## config.mk

```make
export PLATFORM = sky130hd
export DESIGN_NAME = disp_scan_ctrl
export DESIGN_NICKNAME = d
export VERILOG_FILES = /design/src/rtl/disp_scan_ctrl.sv
export SDC_FILE = /design/constraint.sdc
export NUM_CORES = 1
export LEC_CHECK = 0
export ABC_AREA = 1
export CAP_MARGIN = 40
export CELL_PAD_IN_SITES_DETAIL_PLACEMENT = 0
export CELL_PAD_IN_SITES_GLOBAL_PLACEMENT = 1
export CORE_MARGIN = 2
export CORE_UTILIZATION = 35
export CTS_BUF_LIST = sky130_fd_sc_hd__clkbuf_8
export DETAILED_ROUTE_END_ITERATION = 8
export PLACE_DENSITY_LB_ADDON = 0.12
export SETUP_SLACK_MARGIN = 0.5
export SLEW_MARGIN = 20
export SYNTH_ARGS = -nofsm -noshare
export SYNTH_HDL_FRONTEND = slang
export SYNTH_SLANG_ARGS = --single-unit
```

## constraint.sdc

```tcl
create_clock -name clk -period 1.89 [get_ports clk]
set_input_delay 0.567 -clock clk [delete_from_list [all_inputs] [get_ports clk]]
set_output_delay 0.567 -clock clk [all_outputs]
set_load 0.1 [all_outputs]
```

## src/rtl/disp_scan_ctrl.sv

```systemverilog
// disp_scan_ctrl: scan controller for N_DIGITS multiplexed 7-segment digits.
// A line buffer of N_DIGITS ASCII characters is fed from a UART receiver. buf[0]
// holds the newest character. Each digit visit has three parts: a one-cycle
// BLANK, a one-cycle LOAD that strobes the character into the downstream codec,
// and a SHOW that lasts REFRESH_DIV cycles with that digit's anode enabled.
// Optional macro DISP_SPACE_BLANK_EN keeps the anodes dark while a space is
// shown. FSM timing does not change when the macro is defined.
module disp_scan_ctrl #(
    parameter int N_DIGITS    = 4,
    parameter int REFRESH_DIV = 50000
) (
    input  logic                clk,
    input  logic                reset,
    input  logic [7:0]          rx_data,
    input  logic                rx_done,
    input  logic                clr,
    output logic [7:0]          char_out,
    output logic                char_stb,
    output logic [N_DIGITS-1:0] an,
    output logic [2:0]          digit_idx
);
    localparam int                  CW       = $clog2(REFRESH_DIV);
    localparam logic [CW-1:0]       CNT_MAX  = CW'(REFRESH_DIV - 1);
    localparam logic [CW-1:0]       CNT_ZERO = {CW{1'b0}};
    localparam logic [CW-1:0]       CNT_ONE  = CW'(1);
    localparam logic [2:0]          IDX_MAX  = 3'(N_DIGITS - 1);
    localparam logic [7:0]          SPACE    = 8'h20;
    localparam logic [N_DIGITS-1:0] AN_OFF   = {N_DIGITS{1'b1}};
    localparam logic [N_DIGITS-1:0] AN_SEL0  = {{(N_DIGITS-1){1'b0}}, 1'b1};

    typedef enum logic [1:0] {
        ST_BLANK = 2'd0,
        ST_LOAD  = 2'd1,
        ST_SHOW  = 2'd2
    } state_t;

    state_t              state_r, state_s;
    logic                first_r, first_s;
    logic [2:0]          idx_r, idx_s;
    logic [CW-1:0]       cnt_r, cnt_s;
    logic [7:0]          char_r, char_s;
    logic                stb_r, stb_s;
    logic [N_DIGITS-1:0] an_r, an_s;
    logic [N_DIGITS-1:0] show_an_s;
    logic [7:0]          load_char_s;
    logic [7:0]          char_buf_r [N_DIGITS];
    logic [7:0]          buf_s      [N_DIGITS];

    // Scan sequencing. The index moves on BLANK exit. The first BLANK after reset does not move it.
    always_comb begin
        state_s = state_r;
        first_s = first_r;
        idx_s   = idx_r;
        cnt_s   = cnt_r;
        case (state_r)
            ST_BLANK: begin
                state_s = ST_LOAD;
                first_s = 1'b0;
                cnt_s   = CNT_ZERO;
                if (first_r) begin
                    idx_s = idx_r;
                end else if (idx_r >= IDX_MAX) begin
                    idx_s = 3'd0;
                end else begin
                    idx_s = idx_r + 3'd1;
                end
            end
            ST_LOAD: begin
                state_s = ST_SHOW;
                cnt_s   = CNT_ZERO;
            end
            ST_SHOW: begin
                if (cnt_r == CNT_MAX) begin
                    state_s = ST_BLANK;
                    cnt_s   = CNT_ZERO;
                end else begin
                    state_s = ST_SHOW;
                    cnt_s   = cnt_r + CNT_ONE;
                end
            end
            default: begin
                state_s = ST_BLANK;
                first_s = 1'b1;
                idx_s   = 3'd0;
                cnt_s   = CNT_ZERO;
            end
        endcase
    end

    // Next buffer contents. A clear beats a received byte. A byte shifts the line toward higher indices.
    always_comb begin
        for (int i = 0; i < N_DIGITS; i++) begin
            buf_s[i] = char_buf_r[i];
        end
        if (clr) begin
            for (int i = 0; i < N_DIGITS; i++) begin
                buf_s[i] = SPACE;
            end
        end else if (rx_done) begin
            buf_s[0] = rx_data;
            for (int i = 1; i < N_DIGITS; i++) begin
                buf_s[i] = char_buf_r[i-1];
            end
        end else begin
            for (int i = 0; i < N_DIGITS; i++) begin
                buf_s[i] = char_buf_r[i];
            end
        end
    end

    // Character for the digit being loaded. It includes a byte arriving on the same edge.
    always_comb begin
        load_char_s = SPACE;
        for (int i = 0; i < N_DIGITS; i++) begin
            load_char_s = (idx_s == 3'(i)) ? buf_s[i] : load_char_s;
        end
    end

    // Anode pattern while showing. The character is stable through SHOW, so char_r is used.
    always_comb begin
`ifdef DISP_SPACE_BLANK_EN
        show_an_s = (char_r == SPACE) ? AN_OFF : ~(AN_SEL0 << idx_r);
`else
        show_an_s = ~(AN_SEL0 << idx_r);
`endif
    end

    // Output values for the state entered on the next edge.
    always_comb begin
        char_s = char_r;
        stb_s  = 1'b0;
        an_s   = AN_OFF;
        case (state_s)
            ST_BLANK: an_s = AN_OFF;
            ST_LOAD: begin
                char_s = load_char_s;
                stb_s  = 1'b1;
            end
            ST_SHOW:  an_s = show_an_s;
            default:  an_s = AN_OFF;
        endcase
    end

    // State, buffer and registered outputs with synchronous reset.
    always_ff @(posedge clk) begin
        if (reset) begin
            state_r <= ST_BLANK;
            first_r <= 1'b1;
            idx_r   <= 3'd0;
            cnt_r   <= CNT_ZERO;
            char_r  <= SPACE;
            stb_r   <= 1'b0;
            an_r    <= AN_OFF;
            for (int i = 0; i < N_DIGITS; i++) begin
                char_buf_r[i] <= SPACE;
            end
        end else begin
            state_r <= state_s;
            first_r <= first_s;
            idx_r   <= idx_s;
            cnt_r   <= cnt_s;
            char_r  <= char_s;
            stb_r   <= stb_s;
            an_r    <= an_s;
            for (int i = 0; i < N_DIGITS; i++) begin
                char_buf_r[i] <= buf_s[i];
            end
        end
    end

    assign char_out  = char_r;
    assign char_stb  = stb_r;
    assign an        = an_r;
    assign digit_idx = idx_r;

endmodule

```

==> flow_summary.toml <==
[sta]
timing.setup.tns_ps = 0
finalCriticalPeriod_ps = 1660
fin_skew_ps = 7.01
rsz0062_at_grt = "true"
finalCritPeriodShare = 0.878
hold_violations = 0
fmax_mhz = 603
slew_viol_final = 0
setup_viol = 0
worst_pin_slew_ps = 245
slew_headroom = 0.835

[placement]
port_buffers = 27
dpl-instance-area_um2 = 4220
dp_hpwl_mm = 5.55
gp_congestion = 0.740

[synthesis]
syn_nets = 446
synthSimpleGateAreaFrac = 0.408
yosysSeqAreaShare = 0.421
synth-xor-area-share = 0.0112
ys_types = 30
synth_flop_cell = "dfxtp_1"
post-synth-top-area-cell = "dfxtp_1"
ys_top_cells_by_area = "dfxtp_1 42%, nor2_1 10%, nand2_1 6.7%"
synth.most_common_cell = "nor2_1"
synthAdderAreaFrac = 0.0319
syn-cell-area_um2 = 3140
synth_top_area_share = 0.421
synthArstFlopShare = 0
syn_inst = 426
synth_edf_count = 0
ys_seq_elements = 66
synth_top_family_by_area = "simple AND/OR/NAND/NOR gates"
synth_compound_area_frac = 0.0531
ys_warn_count = 0
muxShareOfSynthArea = 0
synth_commonest_cells = "87 x nor2_1, 66 x dfxtp_1, 56 x nand2_1, 33 x nand4_1, 32 x nor3_1"
syn_area_per_cell_um2 = 7.36

[finish]
syn_to_final_growth_pct = 55.5
num-nets-final = 544
drive_above_1_share = 0.386
final_area_um2 = 4880
antennaDiodeCount = 0

[die]
die_area_um2 = 9740
io_pins = 28
die_height_um = 98.7
fp.dieW_um = 98.7
rows = 34
fp.coreArea_um2 = 8720
start_util = 0.360

[route]
wl_per_cell_um = 14.0
num_vias = 3241
drtIter0Drc = 128
drt-pass1-iter-count = 4
via_per_inst = 5.10
drcViolationCount = 0
routed_wl_mm = 8.88
postRouteAntennaNets = 0

[power]
power.static_leakage_nw = 1.90
vdd_drop_max_v = 0.000319
clockPowerShare = 0.303
power.internal_mw = 2.58
switchingPower_mw = 1.30
seqPwrFrac = 0.392
power_frac_comb = 0.305
switching_share = 0.334
powerDensity_nw_per_um2 = 795

[cts]
cts.htree.levels = 3
cts_made_buffers = 9
clk_latency_ps = 350
path_clk_slew_ps = 70
cts_tree = "done"
cts.sinks = 66
clock_tree.root_cell = "clkbuf_8"
cts_hold_buf = 0
cts_max_path_buffers = 2

[global_route]
overflow = 0
grt_use_total = 0.192
grt_pass1_vias = 3126
grt_pass1_wl_mm = 14.9
antenna_found_initial = 0
grt_max_degree = 57

[setup_path]
r2r.worst_path.cells = 12
worstSetupEndpointType = "flip-flop"
critPathLaunchType = "flip-flop"
rr_startpoint = "state_r[1]"
reg2reg_to = "char_out[1]"
regToRegSetupSlack_ps = 230
critical_path_class = "flip-flop to flip-flop"
cp.required_ps = 2140
path_max_fanout = 8
arrival_ps = 1900

[hold_path]
hp-class = "flip-flop to flip-flop"
hold-path-cell-count = 1
worst_hold_path.endpoint = "cnt_r[0]"
hold_path.startpoint = "cnt_r[0]"

[job]
maxCapViolCount = 0

[outcome]
status = "finished clean"
[sequential cells by signal (all words and copies together), names as in the netlist]
register,count
an,4
char_buf_r,32
char_out,8
char_stb,1
cnt_r,16
digit_idx,3
first_r,1
state_r,1
[cell usage in the layout, fill, tap and decap left out, types with 3 or more instances in the layout]
cell / Yosys / layout
nand2_4: 1 / 6
a21oi_1: 15 / 10
nand3_4: 0 / 6
nand3_1: 15 / 8
dfxtp_2: 0 / 15
nor2_2: 4 / 5
buf_12: 0 / 24
nand4_1: 33 / 33
nor2_1: 87 / 81
nand2_1: 56 / 46
inv_4: 1 / 5
inv_1: 25 / 18
clkdlybuf4s50_1: 0 / 8
nor3_1: 32 / 29
a21oi_2: 1 / 5
buf_4: 0 / 70
ha_4: 0 / 3
o21ai_0: 12 / 10
nor2_4: 2 / 7
dfxtp_1: 66 / 40
ha_1: 8 / 4
nand3_2: 2 / 3
clkbuf_8: 0 / 10
buf_6: 3 / 6
nor4_1: 28 / 28
inv_2: 1 / 5
nand2_2: 3 / 7
dfxtp_4: 0 / 11
[per-layer routing]
| layer | vias up | GRT usage | part of all wire |
|---|---|---|---|
| met4 | 0 | 0.0601 | 0.013 |
| met3 | 8 | 0.0461 | 0.039 |
| met1 | 1519 | 0.253 | 0.48 |
| met2 | 57 | 0.314 | 0.47 |
| li1 | 1657 | - | - |
| met5 | - | 0 | 0 |
[cells by family (layout without fill, tap and decap cells)]
family | Yosys count | in the layout
AO/OA/AOI/OAI | 30 | 30
buffers and inverters | 52 | 154
adder cells (fa/ha/maj) | 8 | 8
AND/OR/NAND/NOR | 266 | 266
flip-flops | 66 | 66
XOR/XNOR | 4 | 4
[metrics by stage]
step           cells  hold WS [ps]  power, mW  worst slack [ps]   util
2_1_floorplan    426           418       2.20               155      -
3_3_place_gp     599           431       2.64              -167  0.483
3_5_place_dp     599           441       2.65              -168  0.483
4_1_cts          626           457       3.87               245  0.532
5_1_grt          636           452       4.08               100  0.559
6_report         636           440       3.88               230  0.559
[critical path: stages, from the launching register on]
cell     delay, ps
dfxtp_2        340
inv_2           70
ha_4           190
inv_6           40
nor2_4         150
nand3_4        110
nand2_4        110
nand2_8         70
buf_12         140
nand4_1         70
nand3_1         80
nor2_2         130
nor2_1          50
[worst max-delay path by stage]
stage                from          end  slack, ps  cells past startpoint
6_report       state_r[1]  char_out[1]        230                     12
5_1_grt        state_r[1]  char_out[4]        100                     12
4_1_cts          char_stb  char_out[4]        250                     12
3_5_place_dp      rx_done  char_out[1]       -170                      9
3_3_place_gp      rx_done  char_out[1]       -170                      8
2_1_floorplan    char_stb  char_out[7]        150                     12
[timing repair]
item                                    CTS  global route
pin swaps                                22            28
gates cloned                              1             0
endpoints found under the setup margin   72            41
setup buffers                            11            10
resized for setup                        50            37
[power by group through the flow]
stage	clock network [mW]	logic, mW	registers, mW
floorplan	0	0.416	1.78
global placement	0	1.08	1.56
detailed placement	0	1.09	1.56
CTS	1.21	1.14	1.53
global route	1.28	1.27	1.53
finish	1.18	1.18	1.52
[layout make-up]
| cell class | instances | area, µm² |
|---|---|---|
| Clock buffer | 10 | 138 |
| Clock inverter | 5 | 47.5 |
| Fill cell | 822 | 3840 |
| Inverter | 27 | 119 |
| Multi-Input combinational cell | 308 | 1870 |
| Sequential cell | 66 | 1380 |
| Tap cell | 108 | 135 |
| Timing Repair Buffer | 111 | 1180 |
| Timing Repair inverter | 1 | 7.51 |
Note: power is estimated with default switching activity, not from simulation.
